[config.mk]
export PLATFORM = sky130hd
export DESIGN_NAME = div_clk_monitor
export DESIGN_NICKNAME = d
export VERILOG_FILES = /design/src/rtl/div_clk_monitor.sv
export SDC_FILE = /design/constraint.sdc
export NUM_CORES = 1
export LEC_CHECK = 0
export ABC_CLOCK_PERIOD_IN_PS = 4750
export CELL_PAD_IN_SITES_DETAIL_PLACEMENT = 0
export CELL_PAD_IN_SITES_GLOBAL_PLACEMENT = 1
export CORE_UTILIZATION = 44
export DETAILED_ROUTE_END_ITERATION = 16
export PLACE_DENSITY_LB_ADDON = 0.1
export SETUP_SLACK_MARGIN = 0.3
export SLEW_MARGIN = 10
export SYNTH_ARGS = -nofsm -noshare
export SYNTH_HDL_FRONTEND = slang
export SYNTH_SLANG_ARGS = --single-unit
[constraint.sdc]
create_clock -name CLK -period 4.75 [get_ports CLK]
set_clock_uncertainty 0.2 [all_clocks]
set_input_delay 0.475 -clock CLK [delete_from_list [all_inputs] [get_ports CLK]]
set_output_delay 0.475 -clock CLK [all_outputs]
set_load 0.005 [all_outputs]
[src/rtl/div_clk_monitor.sv]
// rtl/div_clk_monitor.sv - half-period meter and lock/loss detector for a divided clock
// Counts CLK cycles between SigIn transitions and qualifies them against EXP_HALF +/- TOL.
module div_clk_monitor #(
  parameter int CNT_W    = 16,
  parameter int EXP_HALF = 500,
  parameter int TOL      = 4,
  parameter int LOCK_N   = 4,
  parameter int TIMEOUT  = 1000
) (
  input  logic             CLK,
  input  logic             Reset,
  input  logic             Enable,
  input  logic             SigIn,
  output logic [CNT_W-1:0] HalfPeriod,
  output logic             Valid,
  output logic             Locked,
  output logic             Lost
);

  localparam int MW = $clog2(LOCK_N + 1);
  localparam logic [CNT_W-1:0] CNT_MAX   = '1;
  localparam logic [CNT_W-1:0] TIMEOUT_C = CNT_W'(TIMEOUT);
  localparam logic [CNT_W:0]   EXP_X     = (CNT_W+1)'(EXP_HALF);
  localparam logic [CNT_W:0]   TOL_X     = (CNT_W+1)'(TOL);
  localparam logic [MW-1:0]    LOCK_C    = MW'(LOCK_N);

  typedef enum logic [2:0] {IDLE, ACQ, TRACK, LOCKED, LOST} state_t;

  state_t           state, state_nx;
  logic             s1, s2, s3;
  logic             sig_edge;
  logic [CNT_W-1:0] cnt, cnt_nx, meas, hp_nx;
  logic [MW-1:0]    match, match_nx;
  logic             valid_nx, locked_nx, lost_nx;
  logic [CNT_W:0]   meas_x, diff;
  logic             in_tol, timeout;

  assign sig_edge = s2 ^ s3;
  // Saturating increment doubles as the measured interval on an edge cycle.
  assign meas     = (cnt == CNT_MAX) ? cnt : cnt + 1'b1;
  assign meas_x   = {1'b0, meas};
  assign diff     = (meas_x >= EXP_X) ? (meas_x - EXP_X) : (EXP_X - meas_x);
  assign in_tol   = (diff <= TOL_X);
  assign timeout  = (cnt == TIMEOUT_C);

  always_ff @(posedge CLK or posedge Reset) begin
    if (Reset) begin
      s1         <= 1'b0;
      s2         <= 1'b0;
      s3         <= 1'b0;
      state      <= IDLE;
      cnt        <= '0;
      match      <= '0;
      HalfPeriod <= '0;
      Valid      <= 1'b0;
      Locked     <= 1'b0;
      Lost       <= 1'b0;
    end else begin
      s1         <= SigIn;
      s2         <= s1;
      s3         <= s2;
      state      <= state_nx;
      cnt        <= cnt_nx;
      match      <= match_nx;
      HalfPeriod <= hp_nx;
      Valid      <= valid_nx;
      Locked     <= locked_nx;
      Lost       <= lost_nx;
    end
  end

  always_comb begin
    state_nx  = state;
    cnt_nx    = sig_edge ? '0 : meas;
    match_nx  = match;
    hp_nx     = HalfPeriod;
    valid_nx  = 1'b0;
    locked_nx = Locked;
    lost_nx   = Lost;

    if (!Enable) begin
      state_nx  = IDLE;
      cnt_nx    = '0;
      match_nx  = '0;
      locked_nx = 1'b0;
      lost_nx   = 1'b0;
    end else begin
      case (state)
        IDLE: begin
          cnt_nx    = '0;
          match_nx  = '0;
          locked_nx = 1'b0;
          lost_nx   = 1'b0;
          state_nx  = ACQ;
        end
        // First edge only starts the count; the interval before it is partial.
        ACQ: begin
          if (sig_edge) begin
            state_nx = TRACK;
          end else if (timeout) begin
            state_nx = LOST;
            lost_nx  = 1'b1;
          end
        end
        TRACK: begin
          if (sig_edge) begin
            valid_nx = 1'b1;
            hp_nx    = meas;
            if (in_tol) begin
              if (match + 1'b1 >= LOCK_C) begin
                match_nx  = LOCK_C;
                locked_nx = 1'b1;
                state_nx  = LOCKED;
              end else begin
                match_nx = match + 1'b1;
              end
            end else begin
              match_nx = '0;
            end
          end else if (timeout) begin
            state_nx  = LOST;
            lost_nx   = 1'b1;
            locked_nx = 1'b0;
            match_nx  = '0;
          end
        end
        LOCKED: begin
          if (sig_edge) begin
            valid_nx = 1'b1;
            hp_nx    = meas;
            if (!in_tol) begin
              locked_nx = 1'b0;
              match_nx  = '0;
              state_nx  = TRACK;
            end
          end else if (timeout) begin
            state_nx  = LOST;
            lost_nx   = 1'b1;
            locked_nx = 1'b0;
            match_nx  = '0;
          end
        end
        LOST: begin
          if (sig_edge) begin
            lost_nx  = 1'b0;
            state_nx = TRACK;
          end
        end
        default: state_nx = IDLE;
      endcase
    end
  end

endmodule

; Yosys cells after proc, flatten, opt, wreduce, memory -nomap -nowiden
; Index checks and enable logic that the tools add are counted.
[totals]
input_bits = 4
elab_cells = 79
register_bits = 44
output_inout_bits = 19
[op_classes]
bitwise = 1
n_reduce_logical = 8
eq_ne = 14
magnitude_cmp = 3
add_sub_neg = 4
n_mux = 39
[ops]
columns = op, count
row1 = 2-to-1 mux 16 bit, 4
row2 = 2-to-1 mux 3 bit, 16
row3 = less-or-equal comparator 17 x 3 -> 1 bit (second input constant), 1
row4 = 2-to-1 mux 17 bit, 1
row5 = subtractor 16 x 9 -> 17 bit (second input constant), 1
row6 = subtractor 9 x 16 -> 17 bit (first input constant), 1
row7 = adder 16 x 1 -> 16 bit (second input constant), 1
row8 = equality test 16 x 10 -> 1 bit (second input constant), 1
row9 = equality test 16 bit (second input constant), 1
row10 = >= comparator 16 x 9 -> 1 bit (second input constant), 1
row11 = case mux 3 bit (5 select lines), 1
row12 = 2-to-1 mux 1 bit, 14
row13 = inequality test 4 bit (second input constant), 3
row14 = AND reduction 4 bit, 3
row15 = case mux 3 bit (3 select lines), 1
row16 = equality test 3 x 2 -> 1 bit (second input constant), 2
row17 = inequality test 3 bit (second input constant), 2
row18 = case mux 1 bit (3 select lines), 2
row19 = inequality test 4 x 1 -> 1 bit (second input constant), 1
row20 = inequality test 4 x 2 -> 1 bit (second input constant), 1
row21 = adder 3 x 1 -> 3 bit (second input constant), 1
row22 = equality test 3 x 1 -> 1 bit (second input constant), 1
row23 = equality test 3 bit (second input constant), 1
row24 = >= comparator 3 bit (second input constant), 1
row25 = 7 further kinds, 7

; Depth between registers and ports, before layout
[depth]
depth_word = 9
depth_mapped = 17
ltp_nobuf = 16

; Worst setup path after synthesis
; Ideal clock, no wire load.
[synth_path]
kind = flip-flop to flip-flop
start = reg cnt[0]
end = reg Locked
path_slack_ns = 1.028
t_arrival_ns = 3.394
period_less_slack_ns = 3.722
required_time_ns = 4.422
path_buffers = 2
setup_time_ns = 0.128
path_stages_with_launch = 18
cell_sequence = dfrtp_1 -> ha_1 -> buf_2 -> and4_1 -> nand4_1 -> a21oi_1 -> inv_1 -> ha_1 -> clkbuf_1 -> a211oi_1 -> o21bai_1 -> a211oi_1 -> nor4b_2 -> o311a_1 -> o211ai_1 -> a21boi_1 -> nor4bb_1 -> nor3_1
[synth_via]
elab_chain_cells = 7
elab_cells_between_ends = 17
classes_between = 3 x add/sub / 2 x order compare / 4 x eq/ne / 7 x mux / 1 x reduce/logical
[synth_rtl]
columns = item, line
row1 = start: declaration, 32  ; logic [CNT_W-1:0] cnt, cnt_nx, meas, hp_nx;
row2 = start signal: assignment, 63  ; cnt <= cnt_nx;
row3 = adder 16 x 1 -> 16 bit or equality test 16 bit (tied branches), 40  ; assign meas = (cnt == CNT_MAX) ? cnt : cnt + 1'b1;
row4 = 2-to-1 mux 16 bit (*), 40
row5 = net meas[2], 32
row6 = "subtractor 9 x 16 -> 17 bit, or another cell as far along", 42  ; assign diff = (meas_x >= EXP_X) ? (meas_x - EXP_X) : (EXP_X - meas_x);
row7 = 2-to-1 mux 17 bit (*), 42
row8 = less-or-equal comparator 17 x 3 -> 1 bit (*), 43  ; assign in_tol = (diff <= TOL_X);
row9 = inequality test 4 bit (no source line), -
row10 = AND reduction 4 bit (no source line) (*), -
row11 = end signal: assignment, 67  ; Locked <= locked_nx;
row12 = end: declaration, 16  ; output logic Locked,
; The timed path passes the listed nets; every way through them passes the cells marked *.
; A chain may end at the register's enable or synchronous reset.

; Worst setup path in the final report
; Ends and elaborated chain as after synthesis.

==> qor.csv <==
stage;metric;value;unit
logic_synthesis;synth_area;2861;sq um
pwr;seq_power_share;49.8;%
clocking;ctsResizeCount;0;
logic_synthesis;synth_compound_area_share;21.56;%
critical_path;cp_slowest_cell;dfrtp_2;
clocking;clk_pin_slew;90;ps
logic_synthesis;synth.most_common_cell;dfrtp_1;
logic_synthesis;synth_cell_types;65;
clocking;root_buffer;clkbuf_8;
logic_synthesis;yosysWarnings;0;
place;place.gp.congestion;0.8968;
grt;grt_max_degree;45;
logic_synthesis;synth_adder_area_share;2.186;%
clocking;cts-buffers-inserted;5;
logic_synthesis;postSynth.asyncResetShare;100.0;%
logic_synthesis;ys.flop_type;dfrtp_1;
logic_synthesis;yosysTopAreaCell;dfrtp_1;
timing;finalSetupViolCount;0;
logic_synthesis;synth-xor-area-share;3.367;%
timing;fin_crit_sh;87.25;%
timing;fmax;241.3;MHz
logic_synthesis;synth_top_family_by_area;simple AND/OR/NAND/NOR gates;
pwr;p_per_area;248.0;nW/um^2
routing;wl;7.964;mm
routing;met2WireLength;3.464;mm
clocking;postCtsSetupBuffers;0;
routing;drtAntennaViolNets;0;
critical_path;crit_arrival;4130;ps
grt;grt_overflow;0;
logic_synthesis;ys_seq_area_share;38.48;%
floorplan;die_h;82.65;microns
routing;first_pass_iters;7;
grt;antenna_found_initial;0;
pwr;leakage;1.325;nW
floorplan;start_util;45.32;%
logic_synthesis;synth_simple_gate_area_share;28.12;%
critical_path;crit_path_end_kind;flip-flop;
critical_path;cp-start-kind;flip-flop;
floorplan;die_area;6830;sq um
clocking;worstSkewPairLatency;310;ps
clocking;htreeDepth;2;
critical_path;crit_path_max_incr_delay;460;ps
finish;fin_util;52.62;%
clocking;clkSinkCount;44;
critical_path;required;4740;ps
pwr;combPwrFrac;13.7;%
pwr;p_sw_share;28.19;%
critical_path;cp_common_cell;nor3_1;
critical_path;cp_cell_sequence;ha_2 -> and4_1 -> nand4_1 -> a21oi_1 -> inv_1 -> ha_1 -> nor3_1 -> o21bai_1 -> a211oi_2 -> nor4b_2 -> o311a_1 -> o211ai_2 -> a21boi_4 -> a41oi_1 -> nor3_1;
pwr;p_clk_share;36.4;%
critical_path;cp_max_fo;10;
routing;vias;2642;
routing;wl_per_cell;18.48;microns
finish;syn_to_final_growth;16.09;%
clocking;ctsHoldBuffers;0;
finish;nNetsFinal;362;
timing;slew_viol_final;0;
grt;grt_pass1_vias;2447;
place;dp.final_hpwl;5.616;mm
min_path;hp-class;flip-flop to flip-flop;
pwr;vdd_drop_max;0.1931;mV
routing;viasPerCell;6.130;
timing;tightest_slew;924.3;ps
place;io_buffers;22;
pwr;p_switching;0.2322;mW
timing;slew_headroom;38.23;%
clocking;cts_tree;done;
floorplan;rows;29;
logic_synthesis;ys_seq_elements;44;
routing;met1Wirelength;3.991;mm
grt;track_usage;25.15;%
finish;nFillCells;611;
logic_synthesis;synth_common_cells;dfrtp_1 (44), nand2_1 (40), nor2_1 (29);
floorplan;core_area;6314;sq um
timing;hold_viol;0;
clocking;ctsLongestPathBuffers;2;
routing;met3_length;440;microns
routing;drt_iter0_markers;317;
floorplan;fp.dieW;82.65;microns
timing;fin_crit;4144;ps
routing;top_layer;met4;
outcome;status;complete, no violations;
finish;n_antenna_cell;0;
logic_synthesis;yosys.area.top_type_share;38.48;%
timing;tns;0;ps
logic_synthesis;synth_edf_count;0;
logic_synthesis;avgSynthCellArea;8.516;sq um
critical_path;worstSetupPathType;flip-flop to flip-flop;
critical_path;reg2reg_setup_slack;610;ps
logic_synthesis;syn_inst;336;
pwr;internal_power;0.5915;mW
timing;rsz0062_at_grt;no;
routing;drc;0;
logic_synthesis;yosys-top-cells-area;dfrtp_1 (38%), nand2_1 (5.2%), o21ai_0 (4.2%);
logic_synthesis;synth.area.mux_share;1.049;%
grt;grt_pass1_wl;12.72;mm
logic_synthesis;syn-num-nets;345;
finish;drive_gt1_share;11.58;%
run;cap_violations;0;
floorplan;num_io_pins;23;
==> kinds of logic after synthesis <==
| logic type | Yosys count |
|---|---|
| simple gates | 145 |
| compound gates | 93 |
| flops | 44 |
| buf+inv | 35 |
| xor+xnor | 11 |
| fa+ha+maj | 5 |
| mux | 3 |
==> area by class of cell <==
cell class / instances / area, sq um / share of cell area (%)
repair buffers: 37 / 332.8 / 10.02
flip-flops and latches: 44 / 1104 / 33.22
clock buffers: 5 / 68.82 / 2.072
multi-input cells: 257 / 1648 / 49.60
well taps: 77 / 96.34 / 2.900
clock inverters: 3 / 42.54 / 1.281
inverters: 8 / 30.03 / 0.9040
==> power by group through the flow <==
| stage | Clock (mW) | Combinational [mW] | Sequential, mW |
|---|---|---|---|
| after CTS | 0.303 | 0.110 | 0.408 |
| after detailed placement | 0 | 0.109 | 0.415 |
| final | 0.300 | 0.113 | 0.410 |
| after global placement | 0 | 0.110 | 0.416 |
| after floorplan | 0 | 0.0817 | 0.403 |
| after global routing | 0.313 | 0.129 | 0.414 |
==> layer usage <==
layer / up-vias / global-route usage (%)
met1: 1289 / 37.67
met3: 5 / 4.396
met5: - / 0
met2: 74 / 37.30
met4: 0 / 5.862
li1: 1274 / -
==> final timing paths <==
| path | start | end | depth (start not counted) |
|---|---|---|---|
| worst min register to register | s1 | s2 | 0 |
| max in group asynchronous | Reset | cnt[1] | 3 |
| worst max-delay path | cnt[0] | Locked | 15 |
| worst max register to register | cnt[0] | Locked | 15 |
| min in group asynchronous | Reset | state[1] | 3 |
| worst min-delay path | s1 | s2 | 0 |
==> flip-flops by register name, summed over array words and instances, names as in the netlist <==
name / count
state: 3
Locked: 1
cnt: 16
match: 3
HalfPeriod: 16
Lost: 1
s2: 1
s3: 1
s1: 1
Valid: 1
==> worst max-delay path, delay by kind of cell, from the launching register on <==
family	cells	cell delay (ps)
buffers and inverters	1	110
DFF	1	460
and+or+nand+nor	5	970
AOI/OAI and AO/OA	7	1690
adders and majority gates	2	610
==> per-stage QoR <==
| stage | instance area [sq um] | instances | setup WS (ps) | hold slack [ps] | total power [mW] |
|---|---|---|---|---|---|
| final | 3322 | 431 | 605.7 | 162.3 | 0.8237 |
| after global routing | 3322 | 431 | 334.0 | 168.8 | 0.8557 |
| after CTS | 3289 | 431 | 381.1 | 168.3 | 0.8220 |
| after detailed placement | 3178 | 423 | 419.9 | 147.2 | 0.5248 |
| after global placement | 3178 | 423 | 564.8 | 135.2 | 0.5253 |
| after floorplan | 2861 | 336 | 1028 | 131.2 | 0.4844 |
==> cell usage in the layout, fill, tap and decap left out, types with 5 or more instances in the layout <==
master,count
dfrtp_1,42
nand2_1,40
nor2_1,29
o21ai_0,24
clkdlybuf4s50_1,22
a21oi_1,15
buf_4,15
nand3_1,11
nand4_1,10
nor3_1,8
a31oi_1,7
xnor2_1,7
inv_1,7
o21ai_1,6
and4_1,5
clkbuf_8,5
Note: power is estimated with default switching activity, not from simulation.
